File: config.mk
export PLATFORM = sky130hd
export DESIGN_NAME = sync_dual_port_ram
export DESIGN_NICKNAME = d
export VERILOG_FILES = /design/src/rtl/sync_dual_port_ram.sv
export SDC_FILE = /design/constraint.sdc
export NUM_CORES = 1
export LEC_CHECK = 0
export BUFFER_PORTS_ARGS = -buffer_cell sky130_fd_sc_hd__buf_2
export CORE_MARGIN = 2
export CORE_UTILIZATION = 57
export DETAILED_ROUTE_END_ITERATION = 7
export PLACE_DENSITY = 0.78
export SLEW_MARGIN = 20
export SYNTH_ARGS = -nofsm -noshare
export SYNTH_HDL_FRONTEND = slang
export SYNTH_SLANG_ARGS = --single-unit
File: constraint.sdc
create_clock -name clk -period 2.3 [get_ports clk]
set_input_delay 0.345 -clock clk [delete_from_list [all_inputs] [get_ports clk]]
set_output_delay 0.345 -clock clk [all_outputs]
set_load 0.005 [all_outputs]
File: src/rtl/sync_dual_port_ram.sv
// Single-clock simple dual-port RAM: registered read (1 or 2 cycles), byte-lane
// write enables, selectable read-during-write policy and a post-reset clear sweep.
module sync_dual_port_ram #(
  parameter int unsigned             DATA_WIDTH   = 16,
  parameter int unsigned             BYTE_WIDTH   = 8,
  parameter int unsigned             NUM_LANES    = DATA_WIDTH / BYTE_WIDTH,
  parameter int unsigned             DEPTH        = 10,
  parameter int unsigned             ADDR_WIDTH   = $clog2(DEPTH),
  parameter int unsigned             READ_LATENCY = 1,
  parameter int unsigned             RDW_MODE     = 0,
  parameter logic [DATA_WIDTH-1:0]   INIT_VALUE   = '0
) (
  input  logic                  clk,
  input  logic                  rst_n,
  input  logic                  clr,
  output logic                  busy,
  input  logic                  wr_en,
  input  logic [NUM_LANES-1:0]  wr_be,
  input  logic [ADDR_WIDTH-1:0] wr_addr,
  input  logic [DATA_WIDTH-1:0] wr_data,
  input  logic                  rd_en,
  input  logic [ADDR_WIDTH-1:0] rd_addr,
  output logic [DATA_WIDTH-1:0] rd_data,
  output logic                  rd_valid,
  output logic                  addr_err
);

  typedef enum logic {ST_CLEAR, ST_IDLE} state_t;

  state_t                r_state;
  logic                  r_busy;
  logic [ADDR_WIDTH-1:0] r_clr_ptr;
  logic [DATA_WIDTH-1:0] r_mem [DEPTH];

  logic                  r_s1_valid;
  logic [DATA_WIDTH-1:0] r_s1_data;
  logic                  r_addr_err;

  logic                  w_wr_inrange;
  logic                  w_rd_inrange;
  logic                  w_wr_ok;
  logic                  w_rd_ok;
  logic                  w_err;
  logic [DATA_WIDTH-1:0] w_rd_word;

  assign w_wr_inrange = (32'(wr_addr) < DEPTH);
  assign w_rd_inrange = (32'(rd_addr) < DEPTH);
  assign w_wr_ok      = !r_busy && wr_en && w_wr_inrange;
  assign w_rd_ok      = !r_busy && rd_en;
  assign w_err        = !r_busy && ((wr_en && !w_wr_inrange) || (rd_en && !w_rd_inrange));

  // Out-of-range reads return INIT_VALUE; write-through merges only enabled lanes.
  always_comb begin
    w_rd_word = INIT_VALUE;
    if (w_rd_inrange) begin
      w_rd_word = r_mem[rd_addr];
      if ((RDW_MODE != 0) && w_wr_ok && (wr_addr == rd_addr)) begin
        for (int unsigned i = 0; i < NUM_LANES; i++) begin
          if (wr_be[i]) begin
            w_rd_word[i*BYTE_WIDTH +: BYTE_WIDTH] = wr_data[i*BYTE_WIDTH +: BYTE_WIDTH];
          end
        end
      end
    end
  end

  always_ff @(posedge clk or negedge rst_n) begin
    if (!rst_n) begin
      r_state   <= ST_CLEAR;
      r_busy    <= 1'b1;
      r_clr_ptr <= '0;
    end else begin
      case (r_state)
        ST_CLEAR: begin
          if (r_clr_ptr == ADDR_WIDTH'(DEPTH - 1)) begin
            r_state   <= ST_IDLE;
            r_busy    <= 1'b0;
            r_clr_ptr <= '0;
          end else begin
            r_clr_ptr <= r_clr_ptr + ADDR_WIDTH'(1);
          end
        end
        ST_IDLE: begin
          if (clr) begin
            r_state   <= ST_CLEAR;
            r_busy    <= 1'b1;
            r_clr_ptr <= '0;
          end
        end
        default: begin
          r_state   <= ST_CLEAR;
          r_busy    <= 1'b1;
          r_clr_ptr <= '0;
        end
      endcase
    end
  end

  // Storage has no reset; it is initialised only by the sweep.
  always_ff @(posedge clk) begin
    if (r_busy) begin
      r_mem[r_clr_ptr] <= INIT_VALUE;
    end else if (w_wr_ok) begin
      for (int unsigned i = 0; i < NUM_LANES; i++) begin
        if (wr_be[i]) begin
          r_mem[wr_addr][i*BYTE_WIDTH +: BYTE_WIDTH] <= wr_data[i*BYTE_WIDTH +: BYTE_WIDTH];
        end
      end
    end
  end

  always_ff @(posedge clk or negedge rst_n) begin
    if (!rst_n) begin
      r_s1_valid <= 1'b0;
      r_s1_data  <= '0;
      r_addr_err <= 1'b0;
    end else begin
      r_s1_valid <= w_rd_ok;
      r_addr_err <= w_err;
      if (w_rd_ok) begin
        r_s1_data <= w_rd_word;
      end
    end
  end

  generate
    if (READ_LATENCY >= 2) begin : g_lat2
      logic                  r_s2_valid;
      logic [DATA_WIDTH-1:0] r_s2_data;

      always_ff @(posedge clk or negedge rst_n) begin
        if (!rst_n) begin
          r_s2_valid <= 1'b0;
          r_s2_data  <= '0;
        end else begin
          r_s2_valid <= r_s1_valid;
          if (r_s1_valid) begin
            r_s2_data <= r_s1_data;
          end
        end
      end

      assign rd_valid = r_s2_valid;
      assign rd_data  = r_s2_data;
    end else begin : g_lat1
      assign rd_valid = r_s1_valid;
      assign rd_data  = r_s1_data;
    end
  endgenerate

  assign busy     = r_busy;
  assign addr_err = r_addr_err;

endmodule

==> flow_metrics.py <==
metrics = {
    "place": {
        "place_ws_ns": -0.08627,
        "gp_congestion": 0.8731,
        "hpwl_mm": 9.734,
        "io_buffers": 49,
    },
    "synthesis": {
        "ys_warn_count": 0,
        "syn_area_um2": 7486,
        "synth_edf_count": 160,
        "synth_cell_types": 41,
        "synthCells": 451,
        "synth-seq-cells": 184,
        "synthFlopType": "edfxtp_1",
        "synth-async-reset-ratio": 0.1304,
        "synth_fp_nets": 484,
        "syn_avg_cell_area_um2": 16.60,
        "seq_area_frac_synth": 0.7222,
    },
    "timing": {
        "clock.fmax_ghz": 0.4625,
        "setup_viol": 0,
        "fin_skew_ns": 0.007296,
        "min_period_ns": 2.162,
        "hold_viol_final": 0,
        "finalMaxSlewViolations": 0,
        "finalCritPeriodShare": 0.9401,
        "slew-limit-headroom": 0.5416,
        "hold_ws_ns": 0.1308,
        "fin_ws_ns": 0.1379,
        "tightestPinTransition_ns": 0.6851,
        "rsz0062_at_grt": "false",
    },
    "die": {
        "dieHeight_um": 118.6,
        "row_count": 41,
        "die_w_um": 118.6,
        "die-area_um2": 14070,
        "coreArea_um2": 12720,
        "initial_core_util": 0.5884,
        "ios": 50,
    },
    "setup_path": {
        "crit_chain": "nand2b_4, nor3_4, buf_4, mux2i_1, nor2_1",
        "cp_top_family": "simple AND/OR/NAND/NOR gates",
        "crit_path_end_kind": "flip-flop",
        "crit_type": "reg -> reg",
        "cp.depth": 5,
        "start_kind": "flip-flop",
        "crit_arrival_ns": 2.22,
        "slowest_delay_ns": 0.55,
        "critPathBufInv": 1,
        "ff2ff_path_depth": 5,
        "worstPathMaxFanout": 11,
        "required_ns": 2.36,
        "slowest_stage": "nor2_1",
    },
    "routing": {
        "dr.pass1.iters": 5,
        "initialDrtViolationCount": 431,
        "ant_nets": 0,
        "drc_errors": 0,
        "wire_per_inst_um": 20.11,
        "vias_per_cell": 5.960,
        "finalWirelength_mm": 14.06,
        "vias": 4166,
    },
    "global_route": {
        "grt_max_degree": 34,
        "grt_pass1_wl_mm": 22.49,
        "grtUsageTotal": 0.2153,
        "antenna_found_initial": 0,
        "grt_pass1_vias": 4087,
        "overflow": 0,
    },
    "clock_network": {
        "clk_path_buf_depth": 2,
        "hold_buffers": 1,
        "post_cts_buffers": 0,
        "clockRootBuffer": "clkbuf_16",
        "htreeDepth": 4,
        "numCtsBuffers": 17,
        "cts_tree": "built",
        "cts.sinks": 184,
        "cts-resized-gates": 0,
        "clock_latency_ns": 0.43,
        "path_clk_slew_ns": 0.06,
    },
    "power": {
        "p_leak_nw": 3.067,
        "vdd_drop_max_v": 0.0005366,
        "powerDensity_nw_per_um2": 954.6,
        "total_power_mw": 8.132,
    },
    "hold_path": {
        "hold_path_class": "in -> reg",
        "hold_path_depth": 2,
    },
    "layout": {
        "final_common_cell": "edfxtp_1",
        "final_cell_mix": "160 x edfxtp_1, 52 x mux2i_1, 48 x buf_2, 29 x nand2_1, 28 x nor2_1",
        "drive_gt1_frac": 0.2277,
        "area_delta_synth_final_pct": 13.81,
        "antenna_cells": 0,
        "final_nets": 547,
        "utilization": 0.6697,
    },
    "run": {
        "drv_cap": 0,
    },
    "run_status": {
        "status": "finished, final reports clean",
    },
}
metal layers:
layer  track usage  routed length [um]
met2        0.3078                6421
met3       0.05309                1192
met5             0                   0
met1        0.3213                6242
met4       0.08408                 199
state kept, by name, summed over array words and instances, names as in the netlist:
name       flops
addr_err       1
busy           1
r_clr_ptr      4
r_mem        160
r_state        1
rd_data       16
rd_valid       1
final cells by class:
| type | count | area, um2 |
|---|---|---|
| Clock buffer | 19 | 432.9 |
| Clock inverter | 13 | 131.4 |
| Fill cell | 875 | 4203 |
| Inverter | 4 | 15.01 |
| Multi-Input combinational cell | 237 | 1911 |
| Sequential cell | 184 | 5406 |
| Tap cell | 172 | 215.2 |
| Timing Repair Buffer | 70 | 407.9 |
cells by family (layout without fill, tap and decap cells):
logic type,after synthesis,after routing,synth area share
AND/OR/NAND/NOR,97,97,0.06452
flip-flops,184,184,0.7222
buffers and inverters,30,106,0.02256
multiplexers,70,70,0.1192
AO/OA/AOI/OAI,68,68,0.06819
adder cells (fa/ha/maj),2,2,0.003342
path summary, 6_finish.rpt:
path                                          from                       end  slack, ns
max in group asynchronous                    rst_n    rd_data[3]$_DFFE_PN0P_       1.43
hold reg to reg            rd_data[12]$_DFFE_PN0P_   rd_data[12]$_DFFE_PN0P_       0.48
min in group asynchronous                    rst_n        addr_err$_DFF_PN0_       0.46
setup reg to reg                  busy$_DFFE_PN1P_     r_mem[2][9]$_DFFE_PP_       0.14
hold / removal                                 clr  r_clr_ptr[3]$_DFFE_PN0P_       0.13
setup / recovery                  busy$_DFFE_PN1P_     r_mem[2][9]$_DFFE_PP_       0.14
power breakdown:
group          switching [mW]  internal (mW)  total (mW)
registers               0.168           4.01        4.18
logic                   0.721          0.476        1.20
clock network            1.17           1.59        2.75
worst register-to-register path, cell delays in order, from the launching register on:
cell and delay (ns):
dfstp_2 0.37, nand2b_4 0.15, nor3_4 0.35, buf_4 0.25, mux2i_1 0.12, nor2_1 0.55
cell usage after synthesis (2+ instances only):
| library cell | n | share of area |
|---|---|---|
| a2111oi_0 | 2 | 0.0023 |
| a21oi_1 | 2 | 0.0013 |
| a22oi_1 | 17 | 0.017 |
| a31oi_1 | 4 | 0.0033 |
| and2_1 | 19 | 0.016 |
| and3_1 | 2 | 0.0017 |
| buf_1 | 2 | 0.0010 |
| buf_2 | 9 | 0.0060 |
| buf_4 | 4 | 0.0040 |
| buf_6 | 4 | 0.0060 |
| clkbuf_1 | 7 | 0.0035 |
| dfrtp_1 | 23 | 0.077 |
| edfxtp_1 | 160 | 0.64 |
| ha_1 | 2 | 0.0033 |
| inv_1 | 4 | 0.0020 |
| mux2_2 | 3 | 0.0045 |
| mux2i_1 | 52 | 0.070 |
| mux4_2 | 15 | 0.045 |
| nand2_1 | 29 | 0.015 |
| nand2b_1 | 2 | 0.0017 |
| nand3_1 | 2 | 0.0013 |
| nand3b_1 | 2 | 0.0020 |
| nor2_1 | 28 | 0.014 |
| nor2b_1 | 6 | 0.0050 |
| nor3_1 | 2 | 0.0013 |
| o211ai_1 | 16 | 0.016 |
| o21a_1 | 2 | 0.0020 |
| o21ai_0 | 5 | 0.0033 |
| o311ai_0 | 7 | 0.0082 |
| o311ai_1 | 8 | 0.0094 |
metrics by stage:
step	TNS (ns)	instances	area, um2
2_1_floorplan	0	451	7486
3_3_place_gp	0	666	7945
3_5_place_dp	-0.8668	666	7945
4_1_cts	0	699	8519
5_1_grt	0	699	8519
6_report	0	699	8519
(Power assumes the default switching activity.)
